===== src/rtl/wrr_pkg.sv =====
// -----------------------------------------------------------------------------
// wrr_pkg
// Shared definitions for the weighted round-robin burst arbiter:
//   - state_t      : arbiter FSM state (IDLE = no owner, OWN = grant held)
//   - N_DEF        : default number of requesters
//   - WW_DEF       : default width of each per-requester weight field
//   - TIMEOUT_DEF  : default watchdog limit in cycles (WRR_TIMEOUT_EN builds)
// -----------------------------------------------------------------------------
package wrr_pkg;

  typedef enum logic {
    IDLE = 1'b0,
    OWN  = 1'b1
  } state_t;

  localparam int N_DEF       = 4;
  localparam int WW_DEF      = 4;
  localparam int TIMEOUT_DEF = 64;

endpackage


===== src/rtl/wrr_burst_arbiter_rr_select.sv =====
// -----------------------------------------------------------------------------
// rr_select
// Combinational rotating-priority picker. Scans req starting at ptr and
// wrapping modulo N; the first asserted request wins.
// Ports:
//   req      in  [N-1:0]   request vector
//   ptr      in  [IW-1:0]  index that has highest priority this scan
//   pick     out [N-1:0]   one-hot winner (all-zero when nothing requested)
//   pick_idx out [IW-1:0]  binary index of winner (0 when nothing requested)
//   any      out           at least one request is asserted
// -----------------------------------------------------------------------------
module rr_select
  import wrr_pkg::*;
#(
  parameter int N  = N_DEF,
  parameter int IW = $clog2(N)
) (
  input  logic [N-1:0]  req,
  input  logic [IW-1:0] ptr,
  output logic [N-1:0]  pick,
  output logic [IW-1:0] pick_idx,
  output logic          any
);

  always_comb begin
    int idx;
    idx      = 0;
    pick     = '0;
    pick_idx = '0;
    any      = 1'b0;
    for (int k = 0; k < N; k++) begin
      idx = int'(ptr) + k;
      if (idx >= N) idx = idx - N;
      if (!any && req[IW'(idx)]) begin
        any             = 1'b1;
        pick[IW'(idx)]  = 1'b1;
        pick_idx        = IW'(idx);
      end
    end
  end

endmodule


===== src/rtl/wrr_burst_arbiter.sv =====
// -----------------------------------------------------------------------------
// wrr_burst_arbiter
// Weighted round-robin arbiter with burst ownership. An owner keeps the grant
// for weight[owner] completed transfers (weight 0 counts as 1), or until it
// drops its request. A one-cycle idle bubble separates consecutive grants, and
// the next search starts just after the previous owner.
//
// Optional feature: define WRR_TIMEOUT_EN to add a watchdog that forces a
// release after TIMEOUT consecutive owned cycles without done, pulsing timeout.
// Without the macro the watchdog is absent and timeout is tied low.
//
// Ports:
//   clk         in   single clock, rising edge
//   rst_n       in   synchronous active-low reset
//   req         in   [N-1:0] request levels, held until served
//   weight      in   [N*WW-1:0] packed weights, requester i at [i*WW +: WW]
//   done        in   one transfer completed this cycle by the current owner
//   grant       out  [N-1:0] registered one-hot grant
//   grant_valid out  grant is non-zero
//   grant_id    out  binary owner index, 0 when no owner
//   timeout     out  one-cycle pulse on watchdog-forced release
// -----------------------------------------------------------------------------
module wrr_burst_arbiter
  import wrr_pkg::*;
#(
  parameter int N       = N_DEF,
  parameter int WW      = WW_DEF,
  parameter int TIMEOUT = TIMEOUT_DEF
) (
  input  logic                 clk,
  input  logic                 rst_n,
  input  logic [N-1:0]         req,
  input  logic [N*WW-1:0]      weight,
  input  logic                 done,
  output logic [N-1:0]         grant,
  output logic                 grant_valid,
  output logic [$clog2(N)-1:0] grant_id,
  output logic                 timeout
);

  localparam int IW = $clog2(N);

  if (N < 2 || N > 16 || TIMEOUT < 1) begin : g_bad_param
    $error("wrr_burst_arbiter: N must be 2..16 and TIMEOUT >= 1");
  end

  function automatic logic [WW-1:0] load_credit(input logic [WW-1:0] w);
    return (w == '0) ? WW'(1) : w;
  endfunction

  function automatic logic [IW-1:0] next_ptr(input logic [IW-1:0] id);
    return (id == IW'(N - 1)) ? '0 : id + 1'b1;
  endfunction

  state_t        state, state_n;
  logic [IW-1:0] ptr, ptr_n;
  logic [WW-1:0] credit, credit_n;
  logic [N-1:0]  grant_n;
  logic          grant_valid_n;
  logic [IW-1:0] grant_id_n;
  logic          rel;

  logic [WW-1:0] w [N];
  logic [N-1:0]  pick;
  logic [IW-1:0] pick_idx;
  logic          any;

  always_comb begin
    for (int i = 0; i < N; i++) w[i] = weight[i*WW +: WW];
  end

  rr_select #(
    .N  (N),
    .IW (IW)
  ) u_rr_select (
    .req      (req),
    .ptr      (ptr),
    .pick     (pick),
    .pick_idx (pick_idx),
    .any      (any)
  );

`ifdef WRR_TIMEOUT_EN
  localparam int WD_W = $clog2(TIMEOUT + 1);
  logic [WD_W-1:0] wdog, wdog_n;
  logic            timeout_q, timeout_n;
  assign timeout = timeout_q;
`else
  assign timeout = 1'b0;
`endif

  always_comb begin
    state_n       = state;
    ptr_n         = ptr;
    credit_n      = credit;
    grant_n       = grant;
    grant_valid_n = grant_valid;
    grant_id_n    = grant_id;
    rel           = 1'b0;
`ifdef WRR_TIMEOUT_EN
    wdog_n        = wdog;
    timeout_n     = 1'b0;
`endif
    case (state)
      IDLE: begin
        if (any) begin
          state_n       = OWN;
          grant_n       = pick;
          grant_valid_n = 1'b1;
          grant_id_n    = pick_idx;
          credit_n      = load_credit(w[pick_idx]);
`ifdef WRR_TIMEOUT_EN
          wdog_n        = '0;
`endif
        end
      end
      OWN: begin
        // Abort wins over every other release reason, so a dropped request
        // never produces a timeout pulse.
        if (!req[grant_id]) begin
          rel = 1'b1;
        end else if (done) begin
          if (credit <= WW'(1)) rel = 1'b1;
          else                  credit_n = credit - 1'b1;
`ifdef WRR_TIMEOUT_EN
          wdog_n = '0;
`endif
        end
`ifdef WRR_TIMEOUT_EN
        else if (wdog == WD_W'(TIMEOUT - 1)) begin
          rel       = 1'b1;
          timeout_n = 1'b1;
        end else begin
          wdog_n = wdog + 1'b1;
        end
`endif
        if (rel) begin
          state_n       = IDLE;
          grant_n       = '0;
          grant_valid_n = 1'b0;
          grant_id_n    = '0;
          credit_n      = '0;
          ptr_n         = next_ptr(grant_id);
`ifdef WRR_TIMEOUT_EN
          wdog_n        = '0;
`endif
        end
      end
      default: begin
        state_n = IDLE;
      end
    endcase
  end

  always_ff @(posedge clk) begin
    if (!rst_n) begin
      state       <= IDLE;
      ptr         <= '0;
      credit      <= '0;
      grant       <= '0;
      grant_valid <= 1'b0;
      grant_id    <= '0;
`ifdef WRR_TIMEOUT_EN
      wdog        <= '0;
      timeout_q   <= 1'b0;
`endif
    end else begin
      state       <= state_n;
      ptr         <= ptr_n;
      credit      <= credit_n;
      grant       <= grant_n;
      grant_valid <= grant_valid_n;
      grant_id    <= grant_id_n;
`ifdef WRR_TIMEOUT_EN
      wdog        <= wdog_n;
      timeout_q   <= timeout_n;
`endif
    end
  end

endmodule


===== config.mk =====
export PLATFORM = sky130hd
export DESIGN_NAME = wrr_burst_arbiter
export DESIGN_NICKNAME = d
export VERILOG_FILES = /design/src/rtl/wrr_pkg.sv /design/src/rtl/wrr_burst_arbiter_rr_select.sv /design/src/rtl/wrr_burst_arbiter.sv
export SDC_FILE = /design/constraint.sdc
export NUM_CORES = 1
export LEC_CHECK = 0
export CAP_MARGIN = 10
export CORE_ASPECT_RATIO = 0.9
export CORE_MARGIN = 10
export CORE_UTILIZATION = 35
export DETAILED_ROUTE_END_ITERATION = 16
export PLACE_DENSITY = 0.53
export SYNTH_ARGS = -nofsm -noshare
export SYNTH_HDL_FRONTEND = slang
export SYNTH_SLANG_ARGS = --single-unit

===== constraint.sdc =====
create_clock -name clk -period 4.8 [get_ports clk]
set_input_delay 0.96 -clock clk [delete_from_list [all_inputs] [get_ports clk]]
set_output_delay 0.96 -clock clk [all_outputs]
set_load 0.05 [all_outputs]

==> flow_summary.ini, run 1 <==
[clock_tree]
cts_tree = built
cts.reportedPaths.clkPinSlew_ps = 60
holdBufCountCts = 0
cts_resized = 0
cts.sinks = 14
cts-htree-levels = 1
ctsRootBufferMaster = clkbuf_8
insertion_delay_ps = 250
numCtsBuffers = 3
clockBufferDepth = 2
post-cts-setup-buffers = 0

[yosys]
synthCells = 201
netlist_area_sq_um = 1720
synthFlopType = dfxtp_1
ys_seq_area_share_pct = 16.3
ys_ff_latch = 14
syn_nets = 235
synth_edf_count = 0
synth-async-reset-ratio_pct = 0
synth_warnings = 0
synth_cell_types = 61
synth_area_per_cell_sq_um = 8.55

[setup_path]
start_kind = input pin
worstPathRequired_ps = 4920
end_kind = flip-flop
arrival_ps = 3720
cp_max_fo = 34
crit_type = input pin to flip-flop

[cells_and_area]
layout_common_cells = clkdlybuf4s50_1 (29), o21ai_0 (17), nor2_1 (15)
multi_input_area_sq_um = 1270
syn2layout_area_growth_pct = 17.7
seqCellArea_sq_um = 280
post-route-util_pct = 42.1
nFillCells = 520
layout-drive-gt1-share_pct = 9.95
nNetsFinal = 256
n_antenna_cell = 0
final_common_cell = clkdlybuf4s50_1

[sta]
tightest_slew_ps = 724
whs_ps = 460
slew_headroom_pct = 51.3
period_needed_ps = 3600
max_freq_ghz = 0.278
fin_skew_ps = 0.646
tns_ps = 0
hold_viol = 0
period_share_pct = 74.9
rsz0062_at_grt = false
slew_violations = 0
setup_violations = 0

[floorplan]
die_h_um = 86.5
core-area_sq_um = 4800
initial_core_util_pct = 35.8
rows = 24
die_w_um = 93.9
ios = 31
die_area_sq_um = 8120

[grt]
grt_start_max_net_pins = 43
grt_pass1_wl_um = 8090
track_usage_pct = 11.9
grt_pass1_vias = 1609
grt-ovfl-total = 0
antenna_found_initial = 0

[drt]
firstDrtPassIters = 4
vias = 1657
ant_nets = 0
route.detailed.drc = 0
wl_per_cell_um = 16.9
avgViaCountPerCell = 5.79
first_iter_violations = 92
drt_wl_total_um = 4840

[pwr]
ir_drop_uv = 163
powerDensity_nw_per_um2 = 486
finalPower_w = 0.000984
power_leakage_nw = 0.723

[run]
max_cap_viol_count = 0

[place]
routabilityCongestion = 0.787
io_buffer_count = 29
hpwl_um = 3700

[run_status]
status = finished clean

[hold_path]
hold_path_class = flip-flop to flip-flop
-- layer usage --
| layer | wire [um] | vias to the layer above | track usage, % |
|---|---|---|---|
| li1 | - | 820 | - |
| met1 | 2240 | 800 | 15.3 |
| met2 | 2360 | 31 | 20.0 |
| met3 | 181 | 6 | 2.51 |
| met4 | 62 | 0 | 2.34 |
| met5 | 0 | - | 0 |
-- critical path: stages --
cell	delay [ps]
clkdlybuf4s50_1	550
mux4_2	840
nor4_2	740
nor2_1	230
a211oi_1	280
o32ai_1	120
-- registers in the layout (all words and copies together), names as in the netlist --
register,flops
grant_id,2
grant_valid,1
state,1
grant,4
ptr,2
credit,4
-- final cells by class --
class | instances | share of cell area, %
multi-input combinational | 163 | 62.8
timing repair buffer | 30 | 14.7
sequential | 14 | 13.9
tap | 65 | 4.02
clock buffer | 4 | 2.72
inverter | 10 | 1.86
-- where the power goes --
group	leakage, nW	total, W	internal (W)	switching (W)
Clock	0.0288	0.000117	0.0000727	0.0000438
Sequential	0.115	0.000192	0.000152	0.0000393
Combinational	0.579	0.000676	0.000276	0.000400
Total	0.723	0.000984	0.000501	0.000483
-- Yosys cell counts, drive strengths merged, types with 3 or more instances --
| library cell | n | share of area (%) |
|---|---|---|
| clkbuf | 6 | 2.5 |
| nor2 | 15 | 3.3 |
| o311a | 6 | 3.5 |
| inv | 9 | 2.0 |
| mux2i | 6 | 3.5 |
| a22oi | 8 | 3.5 |
| or2 | 3 | 1.1 |
| nand2 | 14 | 3.1 |
| nor3 | 6 | 1.7 |
| nor4 | 5 | 3.1 |
| o211ai | 5 | 2.2 |
| a21oi | 11 | 3.2 |
| mux4 | 5 | 6.8 |
| buf | 7 | 4.4 |
| a211oi | 6 | 2.9 |
| dfxtp | 14 | 16 |
| and2 | 3 | 1.2 |
| nor2b | 4 | 1.9 |
| nand3b | 3 | 1.3 |
| ha | 11 | 8.0 |
| o21ai | 17 | 4.9 |
-- cells by family after synthesis --
group                    after synthesis  synth area share, %
AO/OA/AOI/OAI                         75                 32.0
AND/OR/NAND/NOR                       62                 21.7
buffers and inverters                 24                 9.75
flip-flops                            14                 16.3
multiplexers                          13                 11.6
adder cells (fa/ha/maj)               11                 8.01
other                                  1                0.218
XOR/XNOR                               1                0.510
-- through the flow --
stage / worst slack, ps / area, sq um / instances
after floorplan: 1490 / 1720 / 201
after global placement: 928 / 1970 / 282
after detailed placement: 936 / 1970 / 282
after CTS: 1200 / 2020 / 286
after global routing: 881 / 2020 / 286
final: 1200 / 2020 / 286
-- worst paths after layout --
check / startpoint / to / slack (ps) / cells after the start
setup / recovery: req[3] / credit[1] / 1200 / 6
hold / removal: grant[3] / grant[3] / 460 / 2
setup reg to reg: ptr[1] / credit[2] / 1230 / 8
hold reg to reg: grant[3] / grant[3] / 460 / 2
(Power assumes the default switching activity.)
==> run 2, diff against run 1 <==
clock period = 3.42 ns   (was 4.8 ns; I/O delays follow)
==> flow_summary.ini, run 2 (synthesized netlist as in run 1, its figures left out) <==
[run_status]
status = finished clean

[place]
post-place-ws_ps = 90.9
routabilityCongestion = 0.830
dp_cells = 291
io_buffer_count = 29
hpwl_um = 3850

[drt]
ant_nets = 0
route.detailed.drc = 0
first_iter_violations = 87
firstDrtPassIters = 4
vias = 1652
avgViaCountPerCell = 5.60
wl_per_cell_um = 16.8
drt_wl_total_um = 4950

[clock_tree]
cts.sinks = 14
numCtsBuffers = 3
ctsRootBufferMaster = clkbuf_8
cts_resized = 0
holdBufCountCts = 0
post-cts-setup-buffers = 0
insertion_delay_ps = 250
clockBufferDepth = 2
cts_tree = built
cts-htree-levels = 1
cts.reportedPaths.clkPinSlew_ps = 60

[grt]
track_usage_pct = 12.4
grt_start_max_net_pins = 43
use_met1_pct = 16.4
grt_pass1_wl_um = 8320
top_usage_layer = met2
grt_util_met2_pct = 20.8
grt_pass1_vias = 1655
antenna_found_initial = 0
grt_use_met3_pct = 2.16
grt-ovfl-total = 0

[setup_path]
worstPathRequired_ps = 3600
cp_max_fo = 22
arrival_ps = 3260
end_kind = flip-flop
crit_type = input pin to flip-flop
start_kind = input pin

[sta]
setup_violations = 0
period_share_pct = 90.0
hold_viol = 0
slew_violations = 0
tns_ps = 0
max_freq_ghz = 0.325
slew_headroom_pct = 64.0
rsz0062_at_grt = false
period_needed_ps = 3080
setup_ws_ps = 342
tightest_slew_ps = 539
fin_skew_ps = 2.67

[floorplan]
die_area_sq_um = 8120
initial_core_util_pct = 35.8
die_w_um = 93.9
die_h_um = 86.5
core-area_sq_um = 4800
rows = 24
ios = 31

[cells_and_area]
n_antenna_cell = 0
final_common_cell = clkdlybuf4s50_1
nNetsFinal = 265
layout-drive-gt1-share_pct = 13.5
top_regs = credit: 4 flops, grant: 4 flops
final_cells = 295
syn2layout_area_growth_pct = 21.6
layout_common_cells = clkdlybuf4s50_1 (29), o21ai_0 (17), nor2_1 (15)

[pwr]
ir_drop_uv = 236
switching_power_w = 0.000678
power_leakage_nw = 0.768
clkPwrFrac_pct = 11.6
powerDensity_nw_per_um2 = 675
p_sw_share_pct = 48.1
p_int_w = 0.000732
pwr-share-comb_pct = 70.0
power.share.sequential_pct = 18.4

[hold_path]
hold_path_class = flip-flop to flip-flop

[run]
max_cap_viol_count = 0
-- run 2: cell count changes in the layout (fill, tap and decap cells not counted) --
| cell | delta |
|---|---|
| buf_4 | +9 |
-- run 2: area by class of cell --
type	count	area (sq um)
Fill cell	501	2710
Multi-Input combinational cell	163	1270
Timing Repair Buffer	39	365
Sequential cell	14	280
Tap cell	65	81.3
Clock buffer	4	55.1
Inverter	10	37.5
-- run 2: path summary, 6_finish.rpt --
kind         startpoint        end  slack [ps]  cells past startpoint
max reg2reg      ptr[0]  credit[3]         530                      7
max              req[2]  credit[3]         340                      7
min reg2reg    grant[3]   grant[3]         460                      2
min            grant[3]   grant[3]         460                      2
-- run 2: worst max-delay path, stage by stage --
cell and delay [ps]:
clkdlybuf4s50_1 530, mux4_2 760, nor4b_4 400, a211oi_2 140, o211a_1 260, o32a_1 330
a21oi_1 140
-- run 2: metrics by stage --
stage	utilization (%)	instance area [sq um]	total power, W	hold slack, ps
after floorplan	-	1720	0.00104	538
final	43.5	2090	0.00141	460
after CTS	43.5	2090	0.00142	471
after global placement	42.4	2040	0.00126	451
after detailed placement	42.4	2040	0.00125	452
after global routing	43.5	2090	0.00155	499
-- run 2: layer usage --
metal | part of all wire, % | up-vias
li1 | - | 839
met1 | 47 | 777
met2 | 49 | 32
met3 | 3.6 | 4
met4 | 0.75 | 0
met5 | 0 | -
-- run 2: power by group through the flow --
| stage | clock, W | sequential (W) | combinational (W) |
|---|---|---|---|
| after CTS | 0.000168 | 0.000261 | 0.000991 |
| after detailed placement | 0 | 0.000264 | 0.000986 |
| final | 0.000163 | 0.000260 | 0.000987 |
| after global routing | 0.000182 | 0.000269 | 0.00110 |
| after floorplan | 0 | 0.000322 | 0.000722 |
| after global placement | 0 | 0.000266 | 0.000989 |
